File: src/rtl/jam_cost_server.sv
`default_nettype none
// ============================================================================
//  Module   : jam_cost_server
//  Purpose  : Responder for the JAM worker/job cost interface. Holds a serially
//             loaded 8x8 cost table, serves Cost[{W,J}] combinationally, counts
//             complete legal index permutations, flags repeated jobs within a
//             permutation and captures the solver result on Valid.
//  Revision : 1.0  initial release
// ============================================================================
module jam_cost_server #(
    parameter int COST_W = 7,
    parameter int PERM_W = 16
) (
    input  logic              CLK,
    input  logic              RST,
    input  logic              load_en,
    input  logic [COST_W-1:0] load_data,
    output logic              ready,
    input  logic [2:0]        W,
    input  logic [2:0]        J,
    output logic [COST_W-1:0] Cost,
    input  logic [3:0]        MatchCount,
    input  logic [9:0]        MinCost,
    input  logic              Valid,
    output logic [PERM_W-1:0] perm_count,
    output logic              dup_err,
    output logic [9:0]        res_min_cost,
    output logic [3:0]        res_match_count,
    output logic              done
);

    typedef enum logic [1:0] {
        S_LOAD  = 2'd0,
        S_SERVE = 2'd1,
        S_DONE  = 2'd2
    } state_t;

    state_t              r_state;
    state_t              w_state_nxt;

    logic [5:0]          r_load_cnt;
    logic [COST_W-1:0]   r_table [0:63];
    logic                r_ready;

    logic [2:0]          r_prev_w;
    logic [7:0]          r_mask;
    logic                r_in_seq;
    logic [PERM_W-1:0]   r_perm_count;
    logic                r_dup_err;

    logic [9:0]          r_res_min_cost;
    logic [3:0]          r_res_match_count;
    logic                r_done;

    logic                w_load_wr;
    logic                w_last_load;
    logic                w_serving;
    logic                w_capture;
    logic [2:0]          w_expect_w;
    logic [7:0]          w_j_bit;

    assign w_load_wr   = (r_state == S_LOAD) && load_en;
    assign w_last_load = w_load_wr && (r_load_cnt == 6'd63);
    assign w_serving   = (r_state == S_SERVE);
    assign w_capture   = w_serving && Valid;
    assign w_expect_w  = r_prev_w + 3'd1;
    assign w_j_bit     = 8'd1 << J;

    // FSM state register
    always_ff @(posedge CLK) begin
        if (RST) begin
            r_state <= S_LOAD;
        end else begin
            r_state <= w_state_nxt;
        end
    end

    // Next-state logic and the combinational Cost lookup
    always_comb begin
        w_state_nxt = r_state;
        Cost        = '0;
        case (r_state)
            S_LOAD: begin
                if (w_last_load) begin
                    w_state_nxt = S_SERVE;
                end
            end
            S_SERVE: begin
                Cost = r_table[{W, J}];
                if (Valid) begin
                    w_state_nxt = S_DONE;
                end
            end
            S_DONE: begin
                Cost = r_table[{W, J}];
            end
            default: begin
                w_state_nxt = S_LOAD;
            end
        endcase
    end

    // Load word counter; wraps to 0 after the 64th word
    always_ff @(posedge CLK) begin
        if (RST) begin
            r_load_cnt <= '0;
        end else if (w_load_wr) begin
            r_load_cnt <= r_load_cnt + 6'd1;
        end
    end

    // Cost table storage; contents are only meaningful once loaded
    always_ff @(posedge CLK) begin
        if (w_load_wr) begin
            r_table[r_load_cnt] <= load_data;
        end
    end

    // ready rises on the edge that writes the last table word and then holds
    always_ff @(posedge CLK) begin
        if (RST) begin
            r_ready <= 1'b0;
        end else if (w_last_load) begin
            r_ready <= 1'b1;
        end
    end

    // Permutation tracker: follows W=0..7 runs, counting or flagging repeats
    always_ff @(posedge CLK) begin
        if (RST) begin
            r_prev_w     <= '0;
            r_mask       <= '0;
            r_in_seq     <= 1'b0;
            r_perm_count <= '0;
            r_dup_err    <= 1'b0;
        end else if (w_serving) begin
            if (W == 3'd0) begin
                r_mask   <= w_j_bit;
                r_prev_w <= 3'd0;
                r_in_seq <= 1'b1;
            end else if (r_in_seq && (W == w_expect_w)) begin
                if ((r_mask & w_j_bit) != 8'd0) begin
                    r_dup_err <= 1'b1;
                    r_in_seq  <= 1'b0;
                end else begin
                    r_mask   <= r_mask | w_j_bit;
                    r_prev_w <= W;
                    if (W == 3'd7) begin
                        r_in_seq <= 1'b0;
                        if (r_perm_count != {PERM_W{1'b1}}) begin
                            r_perm_count <= r_perm_count + PERM_W'(1);
                        end
                    end
                end
            end else begin
                // Broken ordering: drop the partial sequence without an error
                r_in_seq <= 1'b0;
            end
        end
    end

    // Solver result capture; only the first Valid while serving is kept
    always_ff @(posedge CLK) begin
        if (RST) begin
            r_res_min_cost    <= '0;
            r_res_match_count <= '0;
            r_done            <= 1'b0;
        end else if (w_capture) begin
            r_res_min_cost    <= MinCost;
            r_res_match_count <= MatchCount;
            r_done            <= 1'b1;
        end
    end

    assign ready           = r_ready;
    assign perm_count      = r_perm_count;
    assign dup_err         = r_dup_err;
    assign res_min_cost    = r_res_min_cost;
    assign res_match_count = r_res_match_count;
    assign done            = r_done;

endmodule
`default_nettype wire

File: config.mk
export PLATFORM = sky130hd
export DESIGN_NAME = jam_cost_server
export DESIGN_NICKNAME = d
export VERILOG_FILES = /design/src/rtl/jam_cost_server.sv
export SDC_FILE = /design/constraint.sdc
export NUM_CORES = 1
export LEC_CHECK = 0
export ABC_AREA = 1
export CORE_MARGIN = 8
export CORE_UTILIZATION = 60
export DETAILED_ROUTE_END_ITERATION = 10
export PLACE_DENSITY = 0.78
export SLEW_MARGIN = 20
export SYNTH_ARGS = -nofsm -noshare
export SYNTH_HDL_FRONTEND = slang
export SYNTH_SLANG_ARGS = --single-unit
File: constraint.sdc
create_clock -name CLK -period 7.59 [get_ports CLK]
set_input_delay 2.277 -clock CLK [delete_from_list [all_inputs] [get_ports CLK]]
set_output_delay 2.277 -clock CLK [all_outputs]
set_load 0.01 [all_outputs]
### Yosys cells after proc, flatten, opt, wreduce, memory -nomap -nowiden

Memories as Yosys holds them, arrays and structs flattened.
Cells that the tools add are included.

| operators by class | value |
|---|---|
| bitwise logic cells | 5 |
| add/subtract/negate cells | 3 |
| multiplexer cells | 16 |
| equality and inequality tests | 10 |
| shift-type cells | 1 |
| reduce and logical (&&, ||, !) cells | 14 |

Operators by type and width:

| operator | count |
|---|---|
| $mux W8 | 3 |
| $add A16 B1 Y16 const B | 1 |
| $ne A16 B16 Y1 const B | 1 |
| $mux W3 | 3 |
| $and A8 B8 Y8 | 1 |
| $or A8 B8 Y8 | 1 |
| $reduce_bool A8 Y1 | 1 |
| $shl A1 B3 Y8 const A | 1 |
| $mux W7 | 1 |
| $add A6 B1 Y6 const B | 1 |
| $eq A6 B6 Y1 const B | 1 |
| $mux W1 | 6 |
| $ne A2 B2 Y1 const B | 3 |
| $pmux W2 S3 | 1 |
| $reduce_and A3 Y1 | 2 |
| $reduce_and A6 Y1 | 1 |
| $logic_and A1 B1 Y1 | 4 |
| $mux W2 | 2 |
| $ne A4 B2 Y1 const B | 1 |
| $reduce_and A4 Y1 | 1 |
| $add A3 B1 Y3 const B | 1 |
| $eq A3 B3 Y1 | 1 |
| $eq A3 B3 Y1 const B | 1 |
| $logic_not A3 Y1 | 1 |
| other kinds (7) | 9 |

| storage, ports and cells | value |
|---|---|
| bits in registers | 53 |
| word-level logic and storage cells | 61 |
| memories | 1 |
| memory bits (writable) | 448 |

Memories:

| name | depth | width | rd ports | clocked after Yosys merged registers in | write ports | RTL line | source |
|---|---|---|---|---|---|---|---|
| r_table | 64 | 7 | 1 | 0 | 1 | 42 | `logic [COST_W-1:0] r_table [0:63];` |

### Logic depth before layout (Yosys ltp)

Gate-level depths: netlist of run 1.

| depth | value |
|---|---|
| depth after elaboration | 6 |
| gate-level depth with buffers | 15 |

### Worst setup path before layout of run 1

No wires, ideal clock.

| timing path | value |
|---|---|
| path kind | input -> output |
| start point | input port J[0] |
| end point | output port Cost[5] |
| path buffers | 4 |
| arrival time | 3476 ps |
| slack | 1837 ps |
| stages | 15 |
| cell sequence | buf_6 > inv_2 > buf_6 > buf_6 > buf_6 > nand2_1 > nand2_1 > nand2_1 > nand3_1 > nand3_1 > nand2_1 > nand2_1 > nand2_1 > nor2_1 > nor2_1 |

| between the ends | value |
|---|---|
| longest elaborated chain between the ends | 2 |

Ends and longest elaborated chain:

| item | RTL line | source |
|---|---|---|
| start, declared | 20 | `input logic [2:0] J,` |
| $mem_v2 Z64 W7 | - |  |
| $mux W7 | - |  |
| end, declared | 21 | `output logic [COST_W-1:0] Cost,` |

Every way passes these cells.

### Worst setup path in the final report of run 1

| timing path | value |
|---|---|
| start point | input port J[0] |
| end point | output port Cost[2] |

Same word-level chain as after synthesis.

==> impl_metrics.yaml, run 1 <==
sta:
  setup_tns_ps: 0
  maxSlewHeadroom: 0.349
  fin_crit_sh: 0.946
  maxSlewViolCount: 0
  period_needed_ps: 7180
  timing.final.ws_setup_ps: 407
  finalSetupViolCount: 0
  worstMarginPinSlew_ps: 968
  finClkSkew_ps: 19.6
  whs_ps: 455
  fmax_mhz: 139
  hold_viol_final: 0
  rsz0062_at_grt: "no"
clock_network:
  clk_pin_slew_ps: 60
  clk_path_buf_depth: 3
  numCtsBuffers: 50
  ctsHoldBuffers: 0
  clkSinkCount: 501
  cts_root_buf: "clkbuf_16"
  ctsResizeCount: 0
  post_cts_buffers: 0
  clock_latency_ps: 590
  htreeDepth: 2
  cts_tree: "done"
synthesis:
  yosysTopAreaCell: "edfxtp_1"
  synth_compound_gate_area_share: 0.0173
  yosysMostFrequentCell: "nand2_1"
  synth.avg_cell_area_sq_um: 10.1
  synth-async-reset-ratio: 0
  synthAdderAreaFrac: 0.00408
  ys_seq_elements: 501
  ys_types: 31
  synthXorXnorAreaFrac: 0.00326
  synthSimpleGateAreaFrac: 0.259
  synth_mux_area_frac: 0
  syn_area_sq_mm: 0.0215
  yosys_warnings: 0
  synth_commonest_cells: "nand2_1, edfxtp_1, nand3_1"
  post_synth_inst_count: 2134
  synth_top_area_frac: 0.626
  synthFlopType: "edfxtp_1"
  synth_top_family_by_area: "simple AND/OR/NAND/NOR gates"
  ys_seq_area_frac: 0.675
  synth_edf_count: 448
  yosys-top-cells-area: "edfxtp_1, nand2_1, dfxtp_1"
  synth_fp_nets: 2172
placed_design:
  io_buffers: 70
  place_ws_ps: 546
  gp_congestion: 0.945
  place_hpwl_mm: 33.6
layout:
  regArea_sq_mm: 0.0145
  drive_gt1_frac: 0.0585
  n_antenna_cell: 0
  area_growth_pct: 11.8
  multi_input_area_sq_mm: 0.00610
  fillers: 2543
  fin_nets: 2223
drt:
  first_pass_iters: 6
  avgViaCountPerCell: 5.76
  totalWireLength_mm: 55.2
  num_vias: 15500
  final_antenna_net_count: 0
  drcViolationCount: 0
  drt_iter0_drc: 2107
  wl_per_cell_microns: 20.6
min_path:
  hold_class: "reg2reg"
  hold_path_startpoint: "ready"
floorplanning:
  ios: 71
  dieArea_sq_mm: 0.0421
  core.rowCount: 69
  core_sq_mm: 0.0354
  initial_core_util: 0.607
  die_y_microns: 205
  die_w_microns: 205
power:
  power.density_mw_per_mm2: 242
  p_leak_nw: 9.19
  vdd_drop_max_mv: 0.255
global_routing:
  grt_usage: 0.264
  grt_remaining_overflow: 0
  grt_pass1_vias: 15000
  grt_max_degree: 101
  grt_pass1_wl_mm: 85.7
  antenna_found_initial: 0
critical_path:
  startpoint: "J[0]"
  worstPathRequired_ps: 5310
  critPathLaunchType: "primary input"
  path_max_fanout: 44
  cp-end-kind: "output pin"
  rr_startpoint: "r_state[0]"
  cp.arrival_ps: 4910
  critPathKind: "in2out"
run_status:
  status: "complete, no violations"
flow_run:
  drv_cap: 0
-- path summary, 6_finish.rpt --
path | endpoint | slack, ps | cells after the start
setup / recovery | Cost[2] | 410 | 14
hold / removal | ready | 450 | 2
hold reg to reg | ready | 450 | 2
setup reg to reg | r_table[9][1] | 4920 | 6
-- report_power, final --
group          leakage (nW)  internal [mW]  total, mW  switching [mW]
clock                 0.770           1.36       2.38            1.02
combinational          3.97          0.116      0.414           0.299
sequential             4.46           3.02       3.03         0.00962
-- critical path: stages --
cell and delay [ps]:
buf_6 170, inv_4 240, buf_4 480, nand2_1 150, nand2_1 90, nand2_1 60, nand3_1 100, nand3_1 130
nand2_1 110, nand2_1 50, nand2_1 80, nor2_1 50, nor2_1 250, clkdlybuf4s50_1 610
-- logic make-up (layout without fill, tap and decap cells) --
family | Yosys count | in the layout
adder cells (fa/ha/maj) | 7 | 7
AND/OR/NAND/NOR | 1364 | 1364
XOR/XNOR | 8 | 8
flip-flops | 501 | 501
buffers and inverters | 183 | 273
AO/OA/AOI/OAI | 71 | 71
-- sequential cells by signal (all words and copies together) (netlist names) --
signal	flops
r_state	2
dup_err	1
r_prev_w	3
perm_count	16
ready	1
r_in_seq	1
res_match_count	4
done	1
r_mask	8
r_table	448
r_load_cnt	6
res_min_cost	10
-- layout by cell type, fill, tap and decap left out, drive strengths merged, types with 9 or more instances in the layout --
cell type        n
nand3b           9
inv             81
nand4           37
nor3             9
dfxtp           53
buf             41
o21ai           26
edfxtp         448
clkbuf          67
nand2          934
clkinv          21
nor2           180
clkdlybuf4s50   60
nand3          194
a21oi           43
-- final cells by class --
cell class	count	area share
sequential	501	0.604
timing repair buffer	101	0.0409
multi-input combinational	1450	0.254
tap	461	0.0240
clock inverter	24	0.00796
clock buffer	67	0.0568
inverter	81	0.0128
-- stage by stage --
stage | total power, mW | area [sq um] | instances | utilization
after floorplan | 3.32 | 21500 | 2134 | -
after global placement | 3.49 | 22500 | 2594 | 0.635
after detailed placement | 3.50 | 22500 | 2594 | 0.635
after CTS | 5.82 | 24000 | 2685 | 0.679
after global routing | 5.98 | 24000 | 2685 | 0.679
final | 5.82 | 24000 | 2685 | 0.679
-- metal layers --
metal	vias up	global-route usage	wire, microns
met5	-	0	0
met4	0	0.0942	1630
met3	118	0.0560	5850
met2	881	0.407	25300
met1	7261	0.368	22400
li1	7219	-	-
(Power assumes the default switching activity.)
==> run 2: changes to the inputs <==
==> constraint.sdc (replaced) <==
create_clock -name CLK -period 6.8 [get_ports CLK]
set_input_delay 2.04 -clock CLK [delete_from_list [all_inputs] [get_ports CLK]]
set_output_delay 2.04 -clock CLK [all_outputs]
set_load 0.01 [all_outputs]
==> impl_metrics.yaml, run 2 (synthesis results as in run 1) <==
layout:
  largest_reg_flops: 448
  final_common_cell: "nand2_1"
  fin_nets: 2231
  area_growth_pct: 12.6
  max_flop_register: "r_table"
  multi_input_area_sq_mm: 0.00610
  final_cell_mix: "nand2_1, edfxtp_1, nand3_1, nor2_1, inv_1"
  regArea_sq_mm: 0.0145
  final_util: 0.684
  n_antenna_cell: 0
  drive_gt1_frac: 0.0609
  fillers: 2523
  final_area_sq_mm: 0.0242
sta:
  hold_viol_final: 0
  timing.final.ws_setup_ps: 324
  fmax_mhz: 154
  fin_crit_sh: 0.952
  rsz0062_at_grt: "no"
  maxSlewViolCount: 0
  setup_tns_ps: 0
  worstMarginPinSlew_ps: 927
  finalSetupViolCount: 0
  finClkSkew_ps: 17.5
  whs_ps: 467
  maxSlewHeadroom: 0.377
  period_needed_ps: 6480
clock_network:
  clock_latency_ps: 560
  clk_path_buf_depth: 3
  clk_pin_slew_ps: 60
  cts_root_buf: "clkbuf_16"
  ctsResizeCount: 0
  ctsHoldBuffers: 0
  cts_tree: "done"
  numCtsBuffers: 50
  clkSinkCount: 501
  post_cts_buffers: 0
  htreeDepth: 2
drt:
  first_pass_iters: 8
  wl_per_cell_microns: 20.1
  avgViaCountPerCell: 5.86
  highest_layer: "met4"
  wl_met1_mm: 21.3
  wl_met2_mm: 25.2
  route.met3.wl_mm: 5.77
  num_vias: 15800
  drcViolationCount: 0
  final_antenna_net_count: 0
  totalWireLength_mm: 54.3
  drt_iter0_drc: 2192
critical_path:
  critPathLaunchType: "primary input"
  cpPeakStageDelay_ps: 600
  path_max_fanout: 42
  cp.arrival_ps: 4440
  crit_slowest_cell: "clkdlybuf4s50_1"
  worstPathRequired_ps: 4760
  cp-end-kind: "output pin"
  critPathKind: "in2out"
  crit_family: "buffers and inverters"
  crit_top_cell: "nand2_1"
  crit_buf_inv: 4
  critical_path.cell_chain: "buf_4 > buf_12 > nor2_2 > buf_4 > nand2_1 > nand4_1 > nand3_1 > nand2_1 > nand2_1 > nand2_1 > nor2_1 > nor2_1 > clkdlybuf4s50_1"
global_routing:
  grt_usage: 0.257
  grt_pass1_vias: 15400
  grt_max_degree: 75
  antenna_found_initial: 0
  grt_remaining_overflow: 0
  grt_pass1_wl_mm: 84.6
floorplanning:
  core.rowCount: 69
  die_y_microns: 205
  initial_core_util: 0.607
  dieArea_sq_mm: 0.0421
  die_w_microns: 205
  core_sq_mm: 0.0354
  ios: 71
placed_design:
  gp_congestion: 0.908
  place_ws_ps: 410
  io_buffers: 70
  place_hpwl_mm: 32.8
  placed_area_sq_mm: 0.0226
run_status:
  status: "complete, no violations"
min_path:
  hold_class: "reg2reg"
power:
  vdd_drop_max_mv: 0.239
  power.density_mw_per_mm2: 270
  p_leak_nw: 9.26
flow_run:
  drv_cap: 0
-- run 2: changes by cell type in the layout (fill, tap and decap cells not counted), sizes merged --
| cell | before | now |
|---|---|---|
| bufinv | 3 | 2 |
| clkinv | 21 | 20 |
| clkinvlp | 0 | 1 |
| buf | 41 | 49 |
| clkbuf | 67 | 71 |
| inv | 81 | 80 |
-- run 2: metrics by stage --
stage          cells  power (mW)
6_report        2695        6.53
4_1_cts         2695        6.54
3_3_place_gp    2602        3.90
3_5_place_dp    2602        3.91
5_1_grt         2695        6.70
2_1_floorplan   2134        3.70
-- run 2: worst register-to-register path: cells and delay by family, from the launching register on --
family / cells / cell delay [ps]
adders and majority gates: 1 / 230
buffers and inverters: 1 / 120
DFF: 1 / 310
and+or+nand+nor: 4 / 1920
-- run 2: worst paths after layout --
check | start | endpoint | slack, ps | depth (start not counted)
setup / recovery | J[1] | Cost[2] | 320 | 13
hold reg to reg | r_mask[6] | r_mask[6] | 470 | 2
setup reg to reg | r_state[0] | r_table[38][1] | 3840 | 6
hold / removal | r_mask[6] | r_mask[6] | 470 | 2
-- run 2: final cells by class --
class	count	area share
clock inverters	22	0.00631
flip-flops and latches	501	0.600
multi-input cells	1450	0.252
inverters	81	0.0127
repair buffers	109	0.0461
clock buffers	71	0.0593
well taps	461	0.0238
-- run 2: per-layer routing --
metal,track usage,vias to the layer above
met5,0,-
met4,0.0993,0
met3,0.0502,154
met2,0.407,949
met1,0.349,7450
li1,-,7241
-- run 2: where the power goes --
| part | switching, mW | internal, mW |
|---|---|---|
| combinational | 0.335 | 0.137 |
| sequential | 0.0110 | 3.37 |
| clock | 1.13 | 1.54 |
==> run 3: changes to the inputs <==
--- a/config.mk
+++ b/config.mk
@@ -7,9 +7,10 @@
 export LEC_CHECK = 0
 export ABC_AREA = 1
 export CORE_MARGIN = 8
-export CORE_UTILIZATION = 60
+export CORE_UTILIZATION = 61
 export DETAILED_ROUTE_END_ITERATION = 10
-export PLACE_DENSITY = 0.78
+export PLACE_DENSITY = 0.79
+export REMOVE_ABC_BUFFERS = 1
 export SLEW_MARGIN = 20
 export SYNTH_ARGS = -nofsm -noshare
 export SYNTH_HDL_FRONTEND = slang
==> impl_metrics.yaml, run 3 (synthesis results as in run 1) <==
power:
  total_power_mw: 6.52
  power.density_mw_per_mm2: 270
  p_leak_nw: 9.26
  vdd_drop_max_mv: 0.302
sta:
  period_needed_ps: 6440
  fin_crit_sh: 0.948
  timing.final.ws_setup_ps: 357
  finalSetupViolCount: 0
  finClkSkew_ps: 14.5
  worstMarginPinSlew_ps: 1000
  hold_viol_final: 0
  maxSlewHeadroom: 0.326
  rsz0062_at_grt: "no"
  maxSlewViolCount: 0
  fmax_mhz: 155
  setup_tns_ps: 0
  whs_ps: 453
clock_network:
  post_cts_buffers: 0
  clock_latency_ps: 570
  clk_path_buf_depth: 3
  cts_root_buf: "clkbuf_16"
  cts_tree: "done"
  numCtsBuffers: 49
  ctsResizeCount: 0
  clkSinkCount: 501
  ctsHoldBuffers: 0
  htreeDepth: 2
  clk_pin_slew_ps: 60
drt:
  avgViaCountPerCell: 5.81
  drcViolationCount: 0
  drt_iter0_drc: 1659
  totalWireLength_mm: 53.2
  num_vias: 15600
  first_pass_iters: 6
  wl_per_cell_microns: 19.8
  final_antenna_net_count: 0
placed_design:
  place_ws_ps: 392
  io_buffers: 70
  place_hpwl_mm: 32.1
  gp_congestion: 0.890
floorplanning:
  ios: 71
  core_sq_mm: 0.0346
  core.rowCount: 68
  initial_core_util: 0.621
  die_w_microns: 204
  die_y_microns: 204
  dieArea_sq_mm: 0.0415
run_status:
  status: "complete, no violations"
global_routing:
  grt_remaining_overflow: 0
  grt_pass1_vias: 15500
  grt_pass1_wl_mm: 83.4
  grtUsageMet3: 0.0425
  grt_max_degree: 73
  busiest_layer: "met2"
  grt_use_met1: 0.322
  grt_use_met2: 0.431
  antenna_found_initial: 0
  grt_usage: 0.254
layout:
  final_common_cell: "nand2_1"
  drive_gt1_frac: 0.0632
  max_flop_register: "r_table"
  final_util: 0.698
  final_cell_mix: "nand2_1, edfxtp_1, nand3_1, nor2_1, inv_1"
  area_growth_pct: 12.5
  fin_nets: 2230
  n_antenna_cell: 0
  largest_reg_flops: 448
  fillers: 2425
critical_path:
  cp.arrival_ps: 4400
  path_max_fanout: 28
  critPathKind: "in2out"
  cpPeakStageDelay_ps: 600
  critical_path.cell_chain: "buf_6 > inv_4 > buf_4 > nand2_1 > nand2_1 > nand2_1 > nand3_1 > nand3_1 > nand2_1 > nand2_1 > nand2_1 > nor2_1 > nor2_1 > clkdlybuf4s50_1"
  crit_slowest_cell: "clkdlybuf4s50_1"
  critPathLaunchType: "primary input"
  worstPathRequired_ps: 4760
  cp-end-kind: "output pin"
  crit_top_cell: "nand2_1"
flow_run:
  drv_cap: 0
min_path:
  hold_class: "reg2reg"
-- run 3: metal layers --
| metal | routed length (microns) | part of all wire |
|---|---|---|
| met2 | 26100 | 0.49 |
| met5 | 0 | 0 |
| met1 | 19800 | 0.37 |
| met3 | 5170 | 0.097 |
| met4 | 2120 | 0.040 |
-- run 3: metrics by stage --
step,cells,instance area [sq um]
3_3_place_gp,2596,22600
5_1_grt,2687,24200
6_report,2687,24200
2_1_floorplan,2032,20900
3_5_place_dp,2596,22600
4_1_cts,2687,24200
-- run 3: final cells by class --
type / count / area (sq um) / share of cell area
clock inverters: 28 / 250 / 0.0104
flip-flops and latches: 501 / 14500 / 0.601
repair buffers: 109 / 1090 / 0.0451
well taps: 455 / 569 / 0.0236
inverters: 81 / 307 / 0.0127
clock buffers: 63 / 1340 / 0.0555
multi-input cells: 1450 / 6100 / 0.252
-- run 3: worst max-delay path, delay by kind of cell --
| kind | cells | cell delay (ps) |
|---|---|---|
| simple gates | 10 | 980 |
| buf+inv | 4 | 1350 |
-- run 3: path summary, 6_finish.rpt --
check,start,endpoint,slack (ps),cells past startpoint
worst max-delay path,J[0],Cost[1],360,14
worst min-delay path,ready,ready,450,2
worst max register to register,r_state[0],r_table[54][5],4080,6
worst min register to register,ready,ready,450,2
-- run 3: power by group --
group | internal (mW) | switching, mW | total, mW
clock network | 1.55 | 1.13 | 2.68
registers | 3.37 | 0.0104 | 3.38
logic | 0.135 | 0.328 | 0.463
